File: src/rtl/dmem_arbiter_pkg.sv
// rtl/dmem_arbiter_pkg.sv - shared types and constants for the data-memory arbiter
package dmem_arbiter_pkg;

    localparam int ADDR_W = 32;

    localparam logic PORT0 = 1'b0;
    localparam logic PORT1 = 1'b1;

    typedef enum logic [1:0] {
        IDLE,
        ACCESS,
        ERR
    } state_t;

    typedef struct packed {
        logic [ADDR_W-1:0] addr;
        logic              we;
        logic [31:0]       wdata;
    } req_t;

    typedef struct packed {
        logic [31:0] rdata;
        logic        err;
    } resp_t;

endpackage

File: src/rtl/dmem_arbiter_if.sv
// rtl/dmem_arbiter_if.sv - requester, response and memory-side signals of the arbiter
interface dmem_arbiter_if #(
    parameter int AW = 32
) ();
    logic          req0_valid;
    logic          req0_ready;
    logic [AW-1:0] req0_addr;
    logic          req0_we;
    logic [31:0]   req0_wdata;
    logic          resp0_valid;
    logic [31:0]   resp0_rdata;
    logic          resp0_err;

    logic          req1_valid;
    logic          req1_ready;
    logic [AW-1:0] req1_addr;
    logic          req1_we;
    logic [31:0]   req1_wdata;
    logic          resp1_valid;
    logic [31:0]   resp1_rdata;
    logic          resp1_err;

    logic [AW-1:0] mem_addr;
    logic [31:0]   mem_wdata;
    logic          mem_read;
    logic          mem_write;
    logic [31:0]   mem_rdata;

    modport slave (
        input  req0_valid, req0_addr, req0_we, req0_wdata,
        input  req1_valid, req1_addr, req1_we, req1_wdata,
        input  mem_rdata,
        output req0_ready, resp0_valid, resp0_rdata, resp0_err,
        output req1_ready, resp1_valid, resp1_rdata, resp1_err,
        output mem_addr, mem_wdata, mem_read, mem_write
    );

    modport master (
        output req0_valid, req0_addr, req0_we, req0_wdata,
        output req1_valid, req1_addr, req1_we, req1_wdata,
        output mem_rdata,
        input  req0_ready, resp0_valid, resp0_rdata, resp0_err,
        input  req1_ready, resp1_valid, resp1_rdata, resp1_err,
        input  mem_addr, mem_wdata, mem_read, mem_write
    );

endinterface

File: src/rtl/dmem_arb_grant.sv
// rtl/dmem_arb_grant.sv - two-port grant selector; DMEM_ARB_RR_EN selects round-robin over fixed priority
module dmem_arb_grant
    import dmem_arbiter_pkg::*;
(
    input  logic valid0,
    input  logic valid1,
`ifdef DMEM_ARB_RR_EN
    input  logic last_owner,
`endif
    output logic grant,
    output logic grant_idx
);

    always_comb begin
        grant     = valid0 | valid1;
        grant_idx = PORT0;
`ifdef DMEM_ARB_RR_EN
        // On a tie the port that was not served last wins.
        if (valid0 && valid1) begin
            grant_idx = ~last_owner;
        end else if (valid1) begin
            grant_idx = PORT1;
        end
`else
        if (!valid0 && valid1) begin
            grant_idx = PORT1;
        end
`endif
    end

endmodule

File: src/rtl/dmem_arbiter.sv
// rtl/dmem_arbiter.sv - shares one data memory between two requesters (DMEM_ARB_RR_EN: round-robin grant)
module dmem_arbiter
    import dmem_arbiter_pkg::*;
#(
    parameter int AW      = ADDR_W,
    parameter int DEPTH   = 1000,
    parameter int MEM_LAT = 2
) (
    input  logic            clk,
    input  logic            reset,
    dmem_arbiter_if.slave   bus
);

    localparam int            CW        = (MEM_LAT > 1) ? $clog2(MEM_LAT) : 1;
    localparam logic [AW-1:0] LAST_WORD = AW'(DEPTH - 4);

    state_t        state_q;
    state_t        state_d;
    logic [CW-1:0] cnt_q;
    req_t          lat_q;
    logic          owner_q;

    logic          grant;
    logic          grant_idx;
    logic          accept;
    logic [AW-1:0] sel_addr;
    req_t          sel_req;
    logic          addr_bad;

    logic          ready0;
    logic          ready1;
    logic          mem_read;
    logic          mem_write;

    logic          resp0_valid_q;
    logic          resp1_valid_q;
    resp_t         resp0_q;
    resp_t         resp1_q;

`ifdef DMEM_ARB_RR_EN
    logic          last_owner_q;
`endif

    dmem_arb_grant u_grant (
        .valid0     (bus.req0_valid),
        .valid1     (bus.req1_valid),
`ifdef DMEM_ARB_RR_EN
        .last_owner (last_owner_q),
`endif
        .grant      (grant),
        .grant_idx  (grant_idx)
    );

    // Reset overrides any request seen in the same cycle.
    assign accept   = (state_q == IDLE) && grant && !reset;
    assign sel_addr = (grant_idx == PORT1) ? bus.req1_addr : bus.req0_addr;
    assign addr_bad = (sel_addr[1:0] != 2'b00) || (sel_addr > LAST_WORD);

    always_comb begin
        sel_req       = '0;
        sel_req.addr  = ADDR_W'(sel_addr);
        sel_req.we    = (grant_idx == PORT1) ? bus.req1_we    : bus.req0_we;
        sel_req.wdata = (grant_idx == PORT1) ? bus.req1_wdata : bus.req0_wdata;
    end

    always_ff @(posedge clk) begin
        if (reset) begin
            state_q <= IDLE;
        end else begin
            state_q <= state_d;
        end
    end

    always_comb begin
        state_d   = state_q;
        ready0    = 1'b0;
        ready1    = 1'b0;
        mem_read  = 1'b0;
        mem_write = 1'b0;
        case (state_q)
            IDLE: begin
                if (accept) begin
                    ready0  = (grant_idx == PORT0);
                    ready1  = (grant_idx == PORT1);
                    state_d = addr_bad ? ERR : ACCESS;
                end
            end
            ACCESS: begin
                mem_read  = ~lat_q.we;
                mem_write = lat_q.we;
                if (cnt_q == '0) begin
                    state_d = IDLE;
                end
            end
            ERR: begin
                state_d = IDLE;
            end
            default: begin
                state_d = IDLE;
            end
        endcase
    end

    always_ff @(posedge clk) begin
        if (reset) begin
            cnt_q         <= '0;
            lat_q         <= '0;
            owner_q       <= PORT0;
            resp0_valid_q <= 1'b0;
            resp1_valid_q <= 1'b0;
            resp0_q       <= '0;
            resp1_q       <= '0;
`ifdef DMEM_ARB_RR_EN
            last_owner_q  <= PORT0;
`endif
        end else begin
            resp0_valid_q <= 1'b0;
            resp1_valid_q <= 1'b0;
            if (accept) begin
                lat_q   <= sel_req;
                owner_q <= grant_idx;
                cnt_q   <= CW'(MEM_LAT - 1);
`ifdef DMEM_ARB_RR_EN
                last_owner_q <= grant_idx;
`endif
            end
            if (state_q == ACCESS) begin
                if (cnt_q != '0) begin
                    cnt_q <= cnt_q - 1'b1;
                end else if (owner_q == PORT0) begin
                    resp0_valid_q <= 1'b1;
                    resp0_q.rdata <= lat_q.we ? 32'h0 : bus.mem_rdata;
                    resp0_q.err   <= 1'b0;
                end else begin
                    resp1_valid_q <= 1'b1;
                    resp1_q.rdata <= lat_q.we ? 32'h0 : bus.mem_rdata;
                    resp1_q.err   <= 1'b0;
                end
            end
            if (state_q == ERR) begin
                if (owner_q == PORT0) begin
                    resp0_valid_q <= 1'b1;
                    resp0_q       <= '{rdata: 32'h0, err: 1'b1};
                end else begin
                    resp1_valid_q <= 1'b1;
                    resp1_q       <= '{rdata: 32'h0, err: 1'b1};
                end
            end
        end
    end

    assign bus.req0_ready  = ready0;
    assign bus.req1_ready  = ready1;
    assign bus.resp0_valid = resp0_valid_q;
    assign bus.resp0_rdata = resp0_q.rdata;
    assign bus.resp0_err   = resp0_q.err;
    assign bus.resp1_valid = resp1_valid_q;
    assign bus.resp1_rdata = resp1_q.rdata;
    assign bus.resp1_err   = resp1_q.err;
    assign bus.mem_addr    = AW'(lat_q.addr);
    assign bus.mem_wdata   = lat_q.wdata;
    assign bus.mem_read    = mem_read;
    assign bus.mem_write   = mem_write;

endmodule

File: src/flat_wrapper.sv
// flat-port wrapper written by rule: the top's interface ports become plain ports
module dmem_arbiter_flat import dmem_arbiter_pkg::*;
#(
    parameter int AW      = ADDR_W,
    parameter int DEPTH   = 1000,
    parameter int MEM_LAT = 2
)
  (clk, reset, bus_req0_valid, bus_req0_addr, bus_req0_we, bus_req0_wdata, bus_req1_valid, bus_req1_addr, bus_req1_we, bus_req1_wdata, bus_mem_rdata, bus_req0_ready, bus_resp0_valid, bus_resp0_rdata, bus_resp0_err, bus_req1_ready, bus_resp1_valid, bus_resp1_rdata, bus_resp1_err, bus_mem_addr, bus_mem_wdata, bus_mem_read, bus_mem_write);
  dmem_arbiter_if #(.AW(AW)) bus_i ();
  input  logic clk;
  input  logic reset;
  input wire logic [$bits(bus_i.req0_valid)-1:0] bus_req0_valid;
  input wire logic [$bits(bus_i.req0_addr)-1:0] bus_req0_addr;
  input wire logic [$bits(bus_i.req0_we)-1:0] bus_req0_we;
  input wire logic [$bits(bus_i.req0_wdata)-1:0] bus_req0_wdata;
  input wire logic [$bits(bus_i.req1_valid)-1:0] bus_req1_valid;
  input wire logic [$bits(bus_i.req1_addr)-1:0] bus_req1_addr;
  input wire logic [$bits(bus_i.req1_we)-1:0] bus_req1_we;
  input wire logic [$bits(bus_i.req1_wdata)-1:0] bus_req1_wdata;
  input wire logic [$bits(bus_i.mem_rdata)-1:0] bus_mem_rdata;
  output wire logic [$bits(bus_i.req0_ready)-1:0] bus_req0_ready;
  output wire logic [$bits(bus_i.resp0_valid)-1:0] bus_resp0_valid;
  output wire logic [$bits(bus_i.resp0_rdata)-1:0] bus_resp0_rdata;
  output wire logic [$bits(bus_i.resp0_err)-1:0] bus_resp0_err;
  output wire logic [$bits(bus_i.req1_ready)-1:0] bus_req1_ready;
  output wire logic [$bits(bus_i.resp1_valid)-1:0] bus_resp1_valid;
  output wire logic [$bits(bus_i.resp1_rdata)-1:0] bus_resp1_rdata;
  output wire logic [$bits(bus_i.resp1_err)-1:0] bus_resp1_err;
  output wire logic [$bits(bus_i.mem_addr)-1:0] bus_mem_addr;
  output wire logic [$bits(bus_i.mem_wdata)-1:0] bus_mem_wdata;
  output wire logic [$bits(bus_i.mem_read)-1:0] bus_mem_read;
  output wire logic [$bits(bus_i.mem_write)-1:0] bus_mem_write;
  assign bus_i.req0_valid = bus_req0_valid;
  assign bus_i.req0_addr = bus_req0_addr;
  assign bus_i.req0_we = bus_req0_we;
  assign bus_i.req0_wdata = bus_req0_wdata;
  assign bus_i.req1_valid = bus_req1_valid;
  assign bus_i.req1_addr = bus_req1_addr;
  assign bus_i.req1_we = bus_req1_we;
  assign bus_i.req1_wdata = bus_req1_wdata;
  assign bus_i.mem_rdata = bus_mem_rdata;
  assign bus_req0_ready = bus_i.req0_ready;
  assign bus_resp0_valid = bus_i.resp0_valid;
  assign bus_resp0_rdata = bus_i.resp0_rdata;
  assign bus_resp0_err = bus_i.resp0_err;
  assign bus_req1_ready = bus_i.req1_ready;
  assign bus_resp1_valid = bus_i.resp1_valid;
  assign bus_resp1_rdata = bus_i.resp1_rdata;
  assign bus_resp1_err = bus_i.resp1_err;
  assign bus_mem_addr = bus_i.mem_addr;
  assign bus_mem_wdata = bus_i.mem_wdata;
  assign bus_mem_read = bus_i.mem_read;
  assign bus_mem_write = bus_i.mem_write;
  dmem_arbiter #(.AW(AW), .DEPTH(DEPTH), .MEM_LAT(MEM_LAT)) u_core (.clk(clk), .reset(reset), .bus(bus_i));
endmodule
File: config.mk
export PLATFORM = sky130hd
export DESIGN_NAME = dmem_arbiter_flat
export DESIGN_NICKNAME = d
export VERILOG_FILES = /design/src/rtl/dmem_arbiter_pkg.sv /design/src/rtl/dmem_arbiter_if.sv /design/src/rtl/dmem_arb_grant.sv /design/src/rtl/dmem_arbiter.sv /design/src/flat_wrapper.sv
export SDC_FILE = /design/constraint.sdc
export NUM_CORES = 1
export LEC_CHECK = 0
export CAP_MARGIN = 15
export CORE_ASPECT_RATIO = 1.2
export CORE_MARGIN = 4
export CORE_UTILIZATION = 44
export CTS_CLUSTER_SIZE = 10
export DETAILED_ROUTE_END_ITERATION = 8
export PLACE_DENSITY = 0.84
export REMOVE_ABC_BUFFERS = 1
export SLEW_MARGIN = 20
export SYNTH_ARGS = -nofsm -noshare
export SYNTH_HDL_FRONTEND = slang
export SYNTH_SLANG_ARGS = --single-unit
File: constraint.sdc
create_clock -name clk -period 3.8 [get_ports clk]
set_input_delay 0.57 -clock clk [delete_from_list [all_inputs] [get_ports clk]]
set_output_delay 0.57 -clock clk [all_outputs]
set_load 0.01 [all_outputs]
# [Yosys cells after proc, flatten, opt, wreduce, memory -nomap -nowiden]
# Index checks and enable logic that the tools add are counted.
[totals] ff_bits=137 wordCells=68 in_bits=166 output_inout_bits=136
[op_classes] bitwise_logic=3 reduce_logical=9 mux=38 addsub=1 n_lt_le_gt_ge=1 eq_ne=4
[op_table] cell="$mux 33" n=10
[op_table] cell="$mux 32" n=3
[op_table] cell="$gt 32x10->1 const B" n=1
[op_table] cell="$mux 1" n=21
[op_table] cell="$mux 2" n=3
[op_table] cell="$pmux 2 s2" n=1
[op_table] cell="$logic_and 1x1->1" n=3
[op_table] cell="$eq 2x1->1 const B" n=1
[op_table] cell="$eq 2x2->1 const B" n=1
[op_table] cell="$logic_not 1->1" n=2
[op_table] cell="$logic_not 2->1" n=1
[op_table] cell="$ne 2x1->1 const B" n=1
[op_table] cell="$ne 2x2->1 const B" n=1
[op_table] cell="$not 1->1" n=2
[op_table] cell="$reduce_and 2->1" n=1
[op_table] cell="$reduce_bool 2->1" n=1
[op_table] cell="$logic_or 1x1->1" n=1
[op_table] cell="$or 1x1->1" n=1
[op_table] cell="$sub 1x1->1 const B" n=1

# [Depth between registers and ports, before layout]
# Gate-level depths: netlist of run 1.
[logic_depth] ltp_word=9 depth_mapped=7 ltp_nobuf=5

# [By module]
# A second synthesis of run 1 with hierarchy kept.
[unflattened] cells_unflattened=742 area_unflattened_um2=6321.1
[by_module_without_submodules] module="dmem_arbiter" area_each_um2=6308.6 instances=1 cells_per_inst=740 seq_area_each_um2=2742.6
[by_module_without_submodules] module="dmem_arb_grant" area_each_um2=12.5 instances=1 cells_per_inst=2 seq_area_each_um2=0.0

# [Worst setup path before layout of run 1]
# OpenSTA, ideal clock, no wires.
[synth_timing] kind="input-to-output" startpoint="input port reset" endpoint="output port bus_req0_ready" arrival_ps=1213 path_stages=4 path_slack_ps=2017 n_path_buf=2 t_required_ps=3230 cell_sequence="nor3_2 > and2_1 > buf_2 > buf_2"
[synth_via] elab_chain_len=4
[synth_rtl] item="from (decl)" line="flat_wrapper.sv:11" source="input logic reset;"
[synth_rtl] item="$logic_not 1->1" line="dmem_arbiter.sv:55" source="assign accept = (state_q == IDLE) && grant && !reset;"
[synth_rtl] item="$logic_and 1x1->1" line="dmem_arbiter.sv:55"
[synth_rtl] item="$mux 1" line="dmem_arbiter.sv:82" source="if (accept) begin"
[synth_rtl] item="$mux 1" line="dmem_arbiter.sv:80" source="case (state_q)"
[synth_rtl] item="to (decl)" line="flat_wrapper.sv:21" source="output wire logic [$bits(bus_i.req0_ready)-1:0] bus_req0_ready;"
# Every way passes these cells.

# [Worst setup path in the final report of run 1]
[layout_timing] startpoint="input port bus_req1_valid" endpoint="output port bus_req1_ready"
[layout_via] elab_chain_len=5 elab_cells_between_ends=7 classes_between="3 x mux; 1 x bitwise; 3 x reduce/logical"
[layout_rtl] item="from (decl)" line="flat_wrapper.sv:16" source="input wire logic [$bits(bus_i.req1_valid)-1:0] bus_req1_valid;"
[layout_rtl] item="$or 1x1->1" line="dmem_arb_grant.sv:15" source="grant = valid0 | valid1;"
[layout_rtl] item="$logic_and 1x1->1 (2 in a row)" line="dmem_arbiter.sv:55"
[layout_rtl] item="$mux 1 *" line="dmem_arbiter.sv:82"
[layout_rtl] item="$mux 1 *" line="dmem_arbiter.sv:80"
[layout_rtl] item="to (decl)" line="flat_wrapper.sv:25" source="output wire logic [$bits(bus_i.req1_ready)-1:0] bus_req1_ready;"
# Mark *: on every way between the ends. The rest lies on a longest branch, timed or not.

==> summary.txt, run 1 <==
Cells and area
  • Non-filler instance count after layout: 1132
  • Ratio of cells with drive above 1 in the final layout: 7.68%
  • Final Cell Area: 0.00926 mm2
  • Post-layout utilization of the core: 69.0%
  • # fillers: 1101
  • Count of nets after finishing: 1117
  • Layout Area Growth over Synthesis: 51.5%
  • N_diodes: 0

STA
  • Maximum frequency from static timing analysis: 0.346 GHz
  • Number of endpoints failing setup at the final stage: 0
  • Unrepaired setup endpoints after global routing: no
  • Worst-Margin Slew: 0.988 ns
  • Worst slew margin: 33.9%
  • Period minus WS final: 2.89 ns
  • Endpoints failing hold: 0
  • Final count of pins violating max slew: 0
  • Setup ws final: 0.913 ns
  • Period utilisation layout: 76.0%
  • Setup TNS Final: 0 ns
  • Layout Skew: 0.0126 ns
  • Worst Hold Margin: 0.451 ns

Pwr
  • Areal power density over the cells: 403 mW/mm2
  • Static leakage: 3.23 nW
  • IR drop worst, VDD: 0.227 mV
  • Power Total: 3.73 mW

Die
  • # rows: 46
  • Chip height: 137 um
  • Horizontal extent of the die: 116 um
  • Initial Utilization: 45.6%
  • Total die area: 0.0158 mm2
  • Number of primary I/O pins: 302
  • Placeable core area: 0.0134 mm2

Clocking
  • Source-to-sink clock delay at the later pin of the worst-skew pair: 0.41 ns
  • Post-cts resize count: 0
  • CTS Root Buffer Type: sky130_fd_sc_hd__clkbuf_16
  • Total clock sinks: 137
  • Clock slew at reported path FFs: 0.06 ns
  • Count of hold buffers inserted by post-cts repair: 0
  • Clock H-tree levels: 4
  • Clock tree from TritonCTS: built
  • Total clock buffers created by CTS: 17
  • Number of buffers added for setup after CTS: 0
  • CTS max path bufs: 2

GRT
  • Antenna violations before repair: 0
  • Fraction of met1 tracks used by global routing: 26.3%
  • Global routing met3 resource utilization: 8.36%
  • Wire length of the first global-routing pass: 30000 um
  • Global routing usage on met2: 42.8%
  • Total routing resource utilization after global routing: 24.1%
  • Number of global-route vias before repair: 5985
  • Gr busiest metal: met2
  • Pin count of the biggest net entering global routing: 74
  • Overflow left after global routing: 0

Setup path
  • Worst path cell trace: clkdlybuf4s50_1 > nor2b_2 > and2_4 > clkdlybuf4s50_1
  • Max Fanout on Critical Path: 35
  • Slowest CP cell: sky130_fd_sc_hd__clkdlybuf4s50_1
  • Launching element type of the critical path: primary input
  • Register-to-register path setup slack: 1.68 ns
  • Worst reg2reg startpoint: u_core.owner_q
  • Req. time, crit path: 3.23 ns
  • Data arrival time of the critical path: 2.32 ns
  • Number of cells traversed by the worst register-to-register path: 5
  • Critical Path Sink: bus_req1_ready
  • Critical path class: primary input to output pin
  • Launch point of the worst path: bus_req1_valid
  • Cell type with the highest occurrence count on the critical path: sky130_fd_sc_hd__clkdlybuf4s50_1
  • Crit path capture type: output pin
  • Worst r2r dst: u_core.bus.resp1_rdata[12]
  • Crit path largest cell delay: 0.62 ns

Synth
  • Average instance area after synthesis: 8.28 um2
  • Number of flip-flops and latches in the synthesized netlist: 137
  • Number of instances in the synthesized netlist: 738
  • Number of warning messages in the yosys log: 0
  • Netlist Area Pre-Place: 0.00611 mm2
  • Number of different library cells in the post-synthesis netlist: 32
  • Portion of the post-synthesis area used by sequential elements: 44.9%

Placement
  • Area after detailed placement: 0.00867 mm2
  • Global placer's final weighted congestion: 0.864
  • Pre-CTS setup slack: 0.923 ns
  • DPL Wire Length: 14400 um
  • Post-placement cell count: 1100
  • Number of port buffers: 301

Route
  • Post-route ant nets: 0
  • Iteration-0 DRC count of the detailed router: 595
  • Number of detailed-route iterations in the first pass: 9
  • Via count of the routed design: 5966
  • Routed wirelength normalized by instance count: 17.5 um
  • Detailed-route vias per instance: 5.27
  • Wirelength, routed: 19800 um
  • Number of remaining DRC errors: 0

Worst hold path
  • Class of the most critical hold timing path: flop to flop

Run
  • Maximum capacitance violations: 0

Status
  • Result of the run: finished clean
[power by group]
| group | internal [mW] | total, mW | switching [mW] | leakage (nW) |
|---|---|---|---|---|
| Sequential | 1.49 | 1.53 | 0.0344 | 1.12 |
| Combinational | 0.319 | 0.567 | 0.247 | 1.84 |
| Clock | 0.990 | 1.64 | 0.648 | 0.280 |
| Total | 2.80 | 3.73 | 0.930 | 3.23 |
[flip-flops by register name, indices dropped and copies added (netlist names)]
register,count
u_core.state_q,2
u_core.bus.mem_wdata,32
u_core.lat_q,1
u_core.cnt_q,1
u_core.bus.resp0_rdata,32
u_core.bus.mem_addr,32
u_core.bus.resp0_valid,1
u_core.bus.resp1_valid,1
u_core.bus.resp1_rdata,32
u_core.bus.resp0_err,1
u_core.bus.resp1_err,1
u_core.owner_q,1
[critical path, delay by kind of cell]
family	cells	cell delay, ns
buffers and inverters	2	1.15
and+or+nand+nor	2	0.58
[layer usage]
metal,up-vias,routed length (um)
li1,2908,-
met1,2718,7490
met2,305,9780
met3,35,2010
met4,0,547
met5,-,0
[Yosys cell counts]
library cell	instances	area share (%)
sky130_fd_sc_hd__buf_2	20	1.6
sky130_fd_sc_hd__o21a_1	1	0.12
sky130_fd_sc_hd__nand2_1	194	12
sky130_fd_sc_hd__nand4_1	4	0.41
sky130_fd_sc_hd__o21ai_1	1	0.082
sky130_fd_sc_hd__buf_4	66	8.1
sky130_fd_sc_hd__a311oi_2	20	4.9
sky130_fd_sc_hd__and2_1	2	0.20
sky130_fd_sc_hd__nor2b_1	34	3.5
sky130_fd_sc_hd__o22ai_1	1	0.10
sky130_fd_sc_hd__dfxtp_1	137	45
sky130_fd_sc_hd__o32ai_1	1	0.14
sky130_fd_sc_hd__a21oi_1	69	5.7
sky130_fd_sc_hd__and2_4	1	0.14
sky130_fd_sc_hd__o311ai_0	1	0.14
sky130_fd_sc_hd__nor3_2	3	0.49
sky130_fd_sc_hd__inv_1	4	0.25
sky130_fd_sc_hd__clkbuf_1	26	1.6
sky130_fd_sc_hd__or3_1	1	0.10
sky130_fd_sc_hd__nand2b_1	2	0.20
sky130_fd_sc_hd__nor2_1	72	4.4
sky130_fd_sc_hd__nor4_1	12	1.2
sky130_fd_sc_hd__nand2b_2	1	0.14
sky130_fd_sc_hd__a21o_1	2	0.25
sky130_fd_sc_hd__o21ai_0	2	0.16
sky130_fd_sc_hd__o21bai_1	1	0.12
sky130_fd_sc_hd__a222oi_1	33	5.4
sky130_fd_sc_hd__nor3_1	3	0.25
sky130_fd_sc_hd__clkbuf_2	1	0.082
sky130_fd_sc_hd__buf_6	7	1.3
sky130_fd_sc_hd__nand3_1	4	0.33
sky130_fd_sc_hd__a311oi_1	12	1.7
[worst min path at each step]
stage	depth (start not counted)	startpoint	endpoint	slack (ns)
floorplan	2	u_core.bus.resp0_rdata[0]	u_core.bus.resp0_rdata[0]	0.48
global placement	2	u_core.bus.resp0_rdata[1]	u_core.bus.resp0_rdata[1]	0.44
detailed placement	2	u_core.bus.resp1_rdata[0]	u_core.bus.resp1_rdata[0]	0.45
CTS	2	u_core.bus.resp0_rdata[24]	u_core.bus.resp0_rdata[24]	0.45
global route	2	u_core.bus.resp0_rdata[24]	u_core.bus.resp0_rdata[24]	0.47
finish	2	u_core.bus.resp1_rdata[0]	u_core.bus.resp1_rdata[0]	0.45
[cell usage in the layout (no fill, tap or decap), types with 12 or more instances in the layout]
| master | instances |
|---|---|
| sky130_fd_sc_hd__a311oi_2 | 20 |
| sky130_fd_sc_hd__clkdlybuf4s50_1 | 300 |
| sky130_fd_sc_hd__a222oi_1 | 33 |
| sky130_fd_sc_hd__a21oi_1 | 69 |
| sky130_fd_sc_hd__nor2_1 | 72 |
| sky130_fd_sc_hd__dfxtp_1 | 137 |
| sky130_fd_sc_hd__buf_4 | 13 |
| sky130_fd_sc_hd__nand2_1 | 193 |
| sky130_fd_sc_hd__nor4_1 | 12 |
| sky130_fd_sc_hd__nor2b_1 | 33 |
| sky130_fd_sc_hd__clkbuf_16 | 17 |
| sky130_fd_sc_hd__a311oi_1 | 12 |
[layout make-up]
type	count	area, um2	share of cell area (%)
repair buffers	314	3110	33.5
flip-flops and latches	137	2740	29.6
multi-input cells	477	2600	28.1
clock buffers	19	443	4.78
well taps	168	210	2.27
clock inverters	13	145	1.57
inverters	4	15.0	0.162
[cell families (layout without fill, tap and decap cells)]
| kind of cell | Yosys count | count (layout) | share of synthesized area [%] |
|---|---|---|---|
| AO/OA/AOI/OAI | 144 | 144 | 18.8 |
| buffers and inverters | 124 | 350 | 13.0 |
| flip-flops | 137 | 137 | 44.9 |
| AND/OR/NAND/NOR | 333 | 333 | 23.3 |
Note: power is estimated with default switching activity, not from simulation.
==> run 2: changes to the inputs <==
--- a/config.mk
+++ b/config.mk
@@ -8,10 +8,10 @@
 export CAP_MARGIN = 15
 export CORE_ASPECT_RATIO = 1.2
 export CORE_MARGIN = 4
-export CORE_UTILIZATION = 44
+export CORE_UTILIZATION = 37
 export CTS_CLUSTER_SIZE = 10
 export DETAILED_ROUTE_END_ITERATION = 8
-export PLACE_DENSITY = 0.84
+export PLACE_DENSITY = 0.75
 export REMOVE_ABC_BUFFERS = 1
 export SLEW_MARGIN = 20
 export SYNTH_ARGS = -nofsm -noshare
==> constraint.sdc (replaced) <==
create_clock -name clk -period 2.5 [get_ports clk]
set_input_delay 0.375 -clock clk [delete_from_list [all_inputs] [get_ports clk]]
set_output_delay 0.375 -clock clk [all_outputs]
set_load 0.01 [all_outputs]
==> summary.txt, run 2 (synthesized netlist as in run 1, its figures left out) <==
Pwr
  • Clock Power Share: 43.6% (-0.3 points)
  • Cell-internal power: 4.28 mW (+53%)
  • Net Sw Power: 1.38 mW (+49%)
  • Switching fraction of total power: 24.4% (-0.53 points)
  • IR drop worst, VDD: 0.430 mV (+90%)
  • Combinational share of power: 15.5% (+0.3 points)
  • Areal power density over the cells: 603 mW/mm2 (+50%)
  • Sequential fraction of design power: 40.9% (about the same)
  • Static leakage: 3.27 nW (+1.3%)

Run
  • Maximum capacitance violations: 0 (unchanged)

STA
  • Number of endpoints failing setup at the final stage: 0 (unchanged)
  • Maximum frequency from static timing analysis: 0.434 GHz
  • Unrepaired setup endpoints after global routing: no
  • Worst slew margin: 39.3% (+5.4 points)
  • Endpoints failing hold: 0 (unchanged)
  • Layout Skew: 0.00757 ns (-0.00499 ns)
  • Setup ws final: 0.196 ns (-0.717 ns)
  • Period minus WS final: 2.30 ns
  • Worst-Margin Slew: 0.910 ns (-0.0777 ns)
  • Setup TNS Final: 0 ns (unchanged)
  • Period utilisation layout: 92.2%
  • Final count of pins violating max slew: 0 (unchanged)

Placement
  • Global placer's final weighted congestion: 0.811 (-6.1%)
  • Number of port buffers: 301 (unchanged)
  • DPL Wire Length: 14700 um (+1.9%)
  • Pre-CTS setup slack: 0.121 ns (-0.802 ns)

GRT
  • Wire length of the first global-routing pass: 31000 um (+3.2%)
  • Total routing resource utilization after global routing: 20.7% (-3.4 points)
  • Number of global-route vias before repair: 5937 (-0.80%)
  • Pin count of the biggest net entering global routing: 74 (unchanged)
  • Antenna violations before repair: 0 (unchanged)
  • Overflow left after global routing: 0 (unchanged)

Status
  • Result of the run: finished clean

Route
  • Number of remaining DRC errors: 0 (unchanged)
  • Detailed-route vias per instance: 5.06 (-4.0%)
  • Number of detailed-route iterations in the first pass: 9 (unchanged)
  • Via count of the routed design: 5986 (+0.34%)
  • Iteration-0 DRC count of the detailed router: 480 (-19%)
  • Wirelength, routed: 20100 um (+1.2%)
  • Post-route ant nets: 0 (unchanged)
  • Routed wirelength normalized by instance count: 17.0 um (-3.1%)

Clocking
  • Total clock sinks: 137 (unchanged)
  • Total clock buffers created by CTS: 17 (unchanged)
  • Source-to-sink clock delay at the later pin of the worst-skew pair: 0.41 ns (about the same)
  • Post-cts resize count: 0 (unchanged)
  • Count of hold buffers inserted by post-cts repair: 0 (unchanged)
  • CTS Root Buffer Type: sky130_fd_sc_hd__clkbuf_16
  • Clock slew at reported path FFs: 0.06 ns (about the same)
  • Number of buffers added for setup after CTS: 0 (unchanged)
  • Clock tree from TritonCTS: built
  • CTS max path bufs: 2 (unchanged)
  • Clock H-tree levels: 4 (unchanged)

Die
  • Placeable core area: 0.0162 mm2 (+21%)
  • Number of primary I/O pins: 302 (unchanged)
  • Total die area: 0.0186 mm2 (+18%)
  • Chip height: 149 um (+8.5%)
  • Initial Utilization: 37.7% (-7.9 points)
  • # rows: 51 (+11%)
  • Horizontal extent of the die: 125 um (+8.4%)

Setup path
  • Max Fanout on Critical Path: 11 (-69%)
  • Critical path class: primary input to output pin
  • Launching element type of the critical path: primary input
  • Req. time, crit path: 2.12 ns (-1.11 ns)
  • Crit path capture type: output pin
  • Data arrival time of the critical path: 1.93 ns (-0.39 ns)

Cells and area
  • N_diodes: 0 (unchanged)
  • Commonest cells after routing, fill and taps aside: sky130_fd_sc_hd__clkdlybuf4s50_1 (300), sky130_fd_sc_hd__nand2_1 (194), sky130_fd_sc_hd__dfxtp_1 (137)
  • # fillers: 1484 (+35%)
  • Layout Area Growth over Synthesis: 53.7%
  • Count of nets after finishing: 1125 (+0.72%)
  • Post-layout utilization of the core: 57.9% (-11 points)
  • Ratio of cells with drive above 1 in the final layout: 8.24% (+0.56 points)
  • Commonest non-fill, non-tap cell in the layout: sky130_fd_sc_hd__clkdlybuf4s50_1

Worst hold path
  • Class of the most critical hold timing path: flop to flop
[run 2: power by group through the flow]
stage / sequential [mW] / combinational, mW / clock [mW]
final: 2.32 / 0.879 / 2.47
after floorplan: 2.40 / 0.270 / 0
after global placement: 2.36 / 0.875 / 0
after detailed placement: 2.36 / 0.882 / 0
after CTS: 2.32 / 0.887 / 2.53
after global routing: 2.33 / 0.947 / 2.61
[run 2: area by class of cell]
| type | instances | area [um2] | area share [%] |
|---|---|---|---|
| clock buffer | 20 | 457 | 4.86 |
| clock inverter | 11 | 123 | 1.31 |
| inverter | 4 | 15.0 | 0.160 |
| multi-input combinational | 477 | 2590 | 27.6 |
| sequential | 137 | 2740 | 29.2 |
| tap | 212 | 265 | 2.83 |
| timing repair buffer | 322 | 3190 | 34.0 |
[run 2: critical path: stages]
cell and delay (ns):
sky130_fd_sc_hd__clkdlybuf4s50_1 0.53, sky130_fd_sc_hd__nor2b_2 0.23, sky130_fd_sc_hd__and2_4 0.24, sky130_fd_sc_hd__clkdlybuf4s50_1 0.56
[run 2: metal layers]
metal	GRT usage (%)	part of all wire (%)	vias up
met1	24.3	40	2757
met3	7.41	8.4	39
met2	34.3	48	270
met4	8.57	3.2	0
met5	0	0	-
li1	-	-	2920
[run 2: metrics by stage]
stage	power (mW)	hold WS [ns]	std cells	area [um2]
3_5_place_dp	3.25	0.445	1152	8810
6_report	5.66	0.450	1183	9390
4_1_cts	5.73	0.453	1183	9390
3_3_place_gp	3.24	0.441	1152	8810
2_1_floorplan	2.67	0.443	618	5330
5_1_grt	5.88	0.467	1183	9390
[run 2: worst paths after layout]
| kind | startpoint | end | slack (ns) | depth (start not counted) |
|---|---|---|---|---|
| worst max-delay path | bus_req1_valid | bus_req1_ready | 0.20 | 4 |
| worst min-delay path | u_core.bus.resp0_rdata[17] | u_core.bus.resp0_rdata[17] | 0.45 | 2 |
| worst max register to register | u_core.state_q[0] | u_core.bus.mem_addr[8] | 0.77 | 6 |
| worst min register to register | u_core.bus.resp0_rdata[17] | u_core.bus.resp0_rdata[17] | 0.45 | 2 |
